File: src/rtl/data_memory.sv
// data_memory: single-port word memory with a valid/ready request channel and
// a valid/ready response channel. One transaction outstanding at a time; the
// response appears LATENCY cycles after the accepting edge.
//
// Parameters:
//   DEPTH   number of 32-bit words (power of two, >= 2)
//   LATENCY accept-to-response latency in cycles (1..15)
//
// Ports:
//   clk                 clock, rising edge
//   reset               asynchronous active-low reset
//   req_valid/req_ready request handshake (ready only while idle)
//   req_write           1 = store, 0 = load
//   req_addr            byte address (word index from addr[log2(DEPTH)+1:2])
//   req_wdata/req_wstrb store data and byte enables
//   resp_valid/ready    response handshake
//   resp_rdata          load data (0 for stores and errored accesses)
//   resp_err            access error
//   mem_check           live memory contents for observation
//
// Build option: DMEM_ALIGN_CHECK_EN -- when defined, accesses with
// addr[1:0] != 0 respond with resp_err = 1, rdata = 0 and do not write.
module data_memory #(
  parameter int unsigned DEPTH   = 32,
  parameter int unsigned LATENCY = 2
) (
  input  logic                   clk,
  input  logic                   reset,
  input  logic                   req_valid,
  output logic                   req_ready,
  input  logic                   req_write,
  input  logic [31:0]            req_addr,
  input  logic [31:0]            req_wdata,
  input  logic [3:0]             req_wstrb,
  output logic                   resp_valid,
  input  logic                   resp_ready,
  output logic [31:0]            resp_rdata,
  output logic                   resp_err,
  output logic [DEPTH-1:0][31:0] mem_check
);

  localparam int unsigned AW       = $clog2(DEPTH);
  localparam logic [3:0]  CNT_LOAD = (LATENCY > 1) ? 4'(LATENCY - 2) : 4'd0;

  typedef enum logic [1:0] {IDLE, WAIT, RESP} state_t;

  state_t                   state, state_next;
  logic [3:0]               cnt;
  logic                     wr_q;
  logic [AW-1:0]            idx_q;
  logic [1:0]               lsb_q;
  logic [31:0]              wdata_q;
  logic [3:0]               wstrb_q;
  logic [DEPTH-1:0][31:0]   mem;

  logic                     accept;
  logic                     enter_resp;
  logic                     acc_write;
  logic [AW-1:0]            acc_idx;
  logic [1:0]               acc_lsb;
  logic [31:0]              acc_wdata;
  logic [3:0]               acc_wstrb;
  logic [31:0]              acc_wmask;
  logic                     acc_bad;
  logic                     unused_bits;

  assign accept = (state == IDLE) && req_valid;

  // With LATENCY = 1 the accepting edge is also the commit edge, so the
  // access fields come straight from the request port in IDLE and from the
  // latched copy in WAIT.
  always_comb begin
    if (state == IDLE) begin
      acc_write = req_write;
      acc_idx   = req_addr[AW+1:2];
      acc_lsb   = req_addr[1:0];
      acc_wdata = req_wdata;
      acc_wstrb = req_wstrb;
    end else begin
      acc_write = wr_q;
      acc_idx   = idx_q;
      acc_lsb   = lsb_q;
      acc_wdata = wdata_q;
      acc_wstrb = wstrb_q;
    end
    acc_wmask = {{8{acc_wstrb[3]}}, {8{acc_wstrb[2]}},
                 {8{acc_wstrb[1]}}, {8{acc_wstrb[0]}}};
  end

`ifdef DMEM_ALIGN_CHECK_EN
  assign acc_bad = (acc_lsb != 2'b00);
`else
  assign acc_bad = 1'b0;
`endif

  assign unused_bits = ^{req_addr[31:AW+2], acc_lsb};

  assign enter_resp = (accept && (LATENCY == 1)) || ((state == WAIT) && (cnt == '0));

  always_comb begin
    state_next = state;
    unique case (state)
      IDLE:    if (req_valid) state_next = (LATENCY == 1) ? RESP : WAIT;
      WAIT:    if (cnt == '0) state_next = RESP;
      RESP:    if (resp_ready) state_next = IDLE;
      default: state_next = IDLE;
    endcase
  end

  always_comb begin
    req_ready  = (state == IDLE);
    resp_valid = (state == RESP);
  end

  always_ff @(posedge clk or negedge reset) begin
    if (!reset) state <= IDLE;
    else        state <= state_next;
  end

  always_ff @(posedge clk or negedge reset) begin
    if (!reset) begin
      cnt        <= '0;
      wr_q       <= 1'b0;
      idx_q      <= '0;
      lsb_q      <= '0;
      wdata_q    <= '0;
      wstrb_q    <= '0;
      mem        <= '0;
      resp_rdata <= '0;
      resp_err   <= 1'b0;
    end else begin
      if (accept) begin
        cnt     <= CNT_LOAD;
        wr_q    <= req_write;
        idx_q   <= req_addr[AW+1:2];
        lsb_q   <= req_addr[1:0];
        wdata_q <= req_wdata;
        wstrb_q <= req_wstrb;
      end else if ((state == WAIT) && (cnt != '0)) begin
        cnt <= cnt - 4'd1;
      end

      // Load data is the pre-edge word; the store merge lands on the same edge.
      if (enter_resp) begin
        if (acc_write && !acc_bad)
          mem[acc_idx] <= (mem[acc_idx] & ~acc_wmask) | (acc_wdata & acc_wmask);
        resp_rdata <= (acc_write || acc_bad) ? '0 : mem[acc_idx];
        resp_err   <= acc_bad;
      end
    end
  end

  assign mem_check = mem;

endmodule
File: config.mk
export PLATFORM = sky130hd
export DESIGN_NAME = data_memory
export DESIGN_NICKNAME = d
export VERILOG_FILES = /design/src/rtl/data_memory.sv
export SDC_FILE = /design/constraint.sdc
export NUM_CORES = 2
export LEC_CHECK = 0
export BUFFER_PORTS_ARGS = -buffer_cell sky130_fd_sc_hd__buf_2
export CORE_AREA = 4 4 436 438
export DETAILED_ROUTE_END_ITERATION = 7
export DIE_AREA = 0 0 440 442
export SYNTH_ARGS = -nofsm -noshare
export SYNTH_HDL_FRONTEND = slang
export SYNTH_SLANG_ARGS = --single-unit
File: constraint.sdc
create_clock -name clk -period 4.4 [get_ports clk]
set_input_delay 0.88 -clock clk [delete_from_list [all_inputs] [get_ports clk]]
set_output_delay 0.88 -clock clk [all_outputs]
set_load 0.02 [all_outputs]
Word level (Yosys, flattened, before mapping)
Index checks and enable logic that the tools add are counted.

Reduce and logical (&&, ||, !) cells: 10. Multiplexer cells: 16. Add/sub/neg operators: 1. Bitwise operators: 4. Equal/unequal tests: 5. $lt $le $gt $ge: 2.

Operators with widths (number): 1024-bit bitwise mux (1); 32-bit binary-select mux with 5-bit select (1); 32-bit demux with 5-bit select (1); 32-bit 2-to-1 mux (4); 32-bit AND (2); 32-bit NOT (1); 32-bit OR (1); 4-bit 2-to-1 mux (3); 5-bit by 6-bit < comparator with 1-bit output, second input constant (1); 2-bit 2-to-1 mux (3); 2-bit one-hot mux with 3 select lines (1); 5-bit by 1-bit greater-or-equal comparator with 1-bit output, second input constant (1); 5-bit 2-to-1 mux (1); 1-bit logical AND (4); 4-bit zero test (1); 2-bit by 1-bit != test with 1-bit output, second input constant (2); 4-bit nonzero test (1); 4-bit by 1-bit subtractor with 4-bit output, second input constant (1); 3-bit AND reduction (1); 2-bit by 1-bit == test with 1-bit output, second input constant (1); 2-bit == test, second input constant (1); 2-bit zero test (1); 2-bit != test, second input constant (1); 2-bit AND reduction (1); 2 further kinds (2).

Logic and storage cells: 77. Register bits after elaboration: 1104. Input bits: 73.

Longest topological paths before layout
Depth after elaboration: 7. Mapped depth: 14. Mapped depth without buffers: 9.

Worst setup path before layout
Ideal clock, no wire load.

Path kind: input-to-reg. Start: input req_addr[2]. End: register mem (netlist bit mem_check[18]). Stages: 12. Required time: 4242 ps. Path slack: 1383 ps. Buffers on the path: 6. Data arrival time: 2859 ps. Cell sequence: or4_1 > o31ai_4 > buf_6 > buf_6 > buf_4 > and2_1 > buf_2 > nand2b_1 > clkbuf_1 > clkbuf_1 > nand2_1 > o221ai_1.

Word-level cells in the longest chain between the ends: 6.

RTL lines: start: declaration (RTL line 32) `input logic [31:0] req_addr,`; 5-bit 2-to-1 mux * (RTL line 73) `if (state == IDLE) begin`; 5-bit by 6-bit < comparator with 1-bit output (implied by the code), or another cell as far along (RTL line 146) `mem[acc_idx] <= (mem[acc_idx] & ~acc_wmask) | (acc_wdata & acc_wmask);`; 1-bit logical AND (implied by the code) / 32-bit 2-to-1 mux (equally long branches) (RTL line 146); 32-bit 2-to-1 mux (implied by the code) / 32-bit AND (equally long branches) (RTL line 146); 32-bit demux with 5-bit select / 32-bit OR (equally long branches) (RTL line 146); 1024-bit bitwise mux * (RTL line 146); end signal: indexed assignment (RTL line 146); end: declaration (RTL line 54) `logic [DEPTH-1:0][31:0] mem;`.

Every way passes the cells marked *; elsewhere a longest branch is shown, timed or not. The select of a mux whose other input is x is not followed. A chain may end at the register's enable or synchronous reset.

Final worst setup path
Start: register state[0]. End: register mem (netlist bit mem_check[326]).

Word-level cells in the longest chain between the ends: 7.

RTL lines: start: declaration (RTL line 47) `state_t state, state_next;`; start signal: assignment (RTL line 117) `else state <= state_next;`; 2-bit zero test (RTL line 73); 5-bit 2-to-1 mux (RTL line 73); 5-bit by 6-bit < comparator with 1-bit output (implied by the code), or another cell as far along (RTL line 146); 1-bit logical AND (implied by the code) / 32-bit 2-to-1 mux (equally long branches) (RTL line 146); 32-bit 2-to-1 mux (implied by the code) / 32-bit AND (equally long branches) (RTL line 146); 32-bit demux with 5-bit select / 32-bit OR (equally long branches) (RTL line 146); 1024-bit bitwise mux (RTL line 146).

Several ways; a longest one is shown, not always the timed one. The select of a mux whose other input is x is not followed.

==> key figures <==
Layout
  • Layout area overhead: 27.9%
  • Final Net Count: 6453
  • Share of cells above drive strength 1: 26.8%
  • Multi-input gate area: 21800 um2
  • Fill count: 19186
  • Total area of sequential cells: 27600 um2

Critical path
  • Worst Path Required: 5.04 ns
  • Crit path kind: reg2reg
  • Crit path arrival time: 4.83 ns
  • Critical Path End Type: flip-flop
  • CP max FO: 52
  • Startpoint types: flip-flop

Place
  • # port buffers: 1103
  • HPWL after detailed placement: 239000 um
  • GP Congestion: 0.986

Min path
  • Hold Path Class: in2async

Drt
  • DRC: 0
  • Drt wl/cell: 35.5 um
  • Antenna Nets Post-Route: 0
  • Pre-antenna DRT Iters: 7
  • 1st-iter DRT viols: 8983
  • Routed Wire Length: 319000 um
  • Via density: 6.19
  • Vias: 55637

Logic synthesis
  • Post-Synthesis Cells: 5397
  • Mapped Area: 51900 um2
  • Syn Area/Cell: 9.62 um2
  • Post-synthesis async set-or-reset flop share: 100%
  • Yosys reg bits: 1104
  • Synth area leader: dfrtp_1
  • Number of synthesized flops with an enable pin: 0
  • Post-synth top area share: 53.2%
  • Top cells by area, synth: dfrtp_1 (53%), o221ai_1 (14%), nand2_1 (9.2%)
  • Yosys warning total: 0
  • Syn_nets: 5471
  • Netlist cell types: 59
  • Primary FF master, synth: dfrtp_1
  • Top cells by count, synth: nand2_1 (1266), dfrtp_1 (1104), o221ai_1 (823), a22oi_1 (490), a21oi_1 (434)
  • Most common cell in the netlist: nand2_1
  • Seq/Total Area, Yosys: 53.2%

STA
  • Setup TNS Final: 0 ns
  • Worst slew pin tran: 1.11 ns
  • Peak Freq: 239 MHz
  • Min Hold Slack: 0.125 ns
  • Slew Limit Fails: 0
  • Period Utilization, post-route: 95.1%
  • Final setup violating endpoints: 0
  • RSZ-0062 raised after global routing: false
  • Fin crit period: 4.18 ns
  • Clk_skew: 0.0416 ns
  • Max_slew headroom: 26.1%
  • Final Hold Viols: 0

Status
  • Outcome: finished, final reports clean

Pwr
  • Worst vdd ir: 0.499 mV
  • Cell Pwr Density: 747 nW/um2
  • Pleak: 30.5 nW

Clocking
  • Clock transition at path regs: 0.07 ns
  • Worst-Skew Late Latency: 0.82 ns
  • H-tree levels: 4
  • CTS tree: built
  • CTS buffer count: 133
  • Clock sink total: 1104
  • CTS Root Cell: clkbuf_16
  • Post-cts hold buffer count: 0
  • Clock Path Buffers: 3

Job
  • Max-Cap Viols: 0

Global route
  • Vias in the first global route: 51027
  • Pin count of the biggest net entering global routing: 87
  • Antenna violations before repair: 12
  • First-pass GRT wire length: 436000 um
  • Gr ovfl total: 0
  • Total Routing Usage GR: 31.5%

Floorplan
  • Die height: 442 um
  • Die area: 194000 um2
  • CORE AREA: 187000 um2
  • Die W: 440 um
  • Starting Density: 27.8%
  • Rows: 159
  • Boundary Pins: 1132
==> flip-flops by register name, summed over array words and instances, names as in the netlist <==
| signal | count |
|---|---|
| mem_check | 1024 |
| cnt | 4 |
| wdata_q | 32 |
| wr_q | 1 |
| resp_rdata | 32 |
| idx_q | 5 |
| state | 2 |
| wstrb_q | 4 |
==> report_power, final <==
| part | switching (mW) | internal [mW] | total (mW) |
|---|---|---|---|
| logic | 17.4 | 5.90 | 23.3 |
| registers | 2.40 | 12.5 | 14.9 |
| clock network | 4.90 | 6.60 | 11.5 |
==> final cells by class <==
| type | count | area share, % |
|---|---|---|
| clock buffers | 192 | 5.78 |
| flip-flops and latches | 1104 | 41.6 |
| diodes | 7 | 0.0264 |
| inverters | 6 | 0.0528 |
| well taps | 2495 | 4.70 |
| clock inverters | 47 | 0.903 |
| repair buffers | 1452 | 14.2 |
| multi-input cells | 3682 | 32.8 |
==> repair_timing <==
action / 4_1_cts / 5_1_grt
gates resized for setup: 1 / 0
buffers inserted: 2 / 0
setup endpoints to repair: 33 / 0
==> critical path, cell delays in order, from the launching register on <==
cell	delay [ns]
dfrtp_1	0.49
or2_2	0.49
inv_12	0.26
o31ai_4	0.15
buf_4	0.25
buf_12	0.21
buf_4	0.28
a22oi_1	0.18
a21oi_1	0.11
a2111oi_0	0.67
nor4b_4	0.37
buf_12	0.28
o221ai_1	0.15
==> logic make-up after synthesis <==
group / after synthesis / synth area share, %
buffers and inverters: 611 / 5.29
muxes: 8 / 0.205
adders and majority gates: 1 / 0.0241
AOI/OAI and AO/OA: 2056 / 28.9
xor gates and xnor gates: 3 / 0.0506
other: 1 / 0.00722
and+or+nand+nor: 1613 / 12.4
DFF: 1104 / 53.2
==> metal layers <==
| metal | routed length (um) | track usage, % |
|---|---|---|
| met5 | 7 | 0 |
| met4 | 25600 | 19.6 |
| met3 | 40000 | 10.4 |
| met2 | 134000 | 45.5 |
| met1 | 119000 | 40.6 |
==> per-stage QoR <==
step / cells / total power, mW / setup WS [ns] / utilization, % / cell area [um2]
floorplan: 5397 / 25.7 / 1.38 / - / 51900
global placement: 8737 / 37.2 / -0.255 / 33.2 / 61900
detailed placement: 8737 / 37.5 / -0.223 / 33.2 / 61900
global route: 8979 / 51.0 / 0.0458 / 35.6 / 66400
CTS: 8978 / 49.1 / 0.219 / 35.6 / 66400
finish: 8985 / 49.6 / 0.217 / 35.6 / 66400
==> cells in the final DEF (no fill, tap or decap), types with 100 or more instances in the layout <==
master	netlist	layout
a21oi_1	434	434
a22oi_1	490	490
buf_12	0	100
buf_2	164	1102
buf_4	27	249
clkbuf_16	0	134
dfrtp_1	1104	1104
nand2_1	1266	1249
nor2_1	225	224
o21ai_0	104	104
o21ai_1	124	124
o221ai_1	823	823
==> final timing paths <==
| check | from | end | slack, ns | depth (start not counted) |
|---|---|---|---|---|
| min in group clk | req_wdata[2] | wdata_q[2]$_DFFE_PN0P_ | 0.27 | 3 |
| hold / removal | reset | mem_check[445]$_DFFE_PN0P_ | 0.13 | 1 |
| setup / recovery | state[0]$_DFFE_PN0P_ | mem_check[326]$_DFFE_PN0P_ | 0.22 | 12 |
| max in group asynchronous | reset | mem_check[48]$_DFFE_PN0P_ | 2.99 | 2 |
| hold reg to reg | wdata_q[2]$_DFFE_PN0P_ | wdata_q[2]$_DFFE_PN0P_ | 0.48 | 2 |
| setup reg to reg | state[0]$_DFFE_PN0P_ | mem_check[326]$_DFFE_PN0P_ | 0.22 | 12 |
Note: power is estimated with default switching activity, not from simulation.
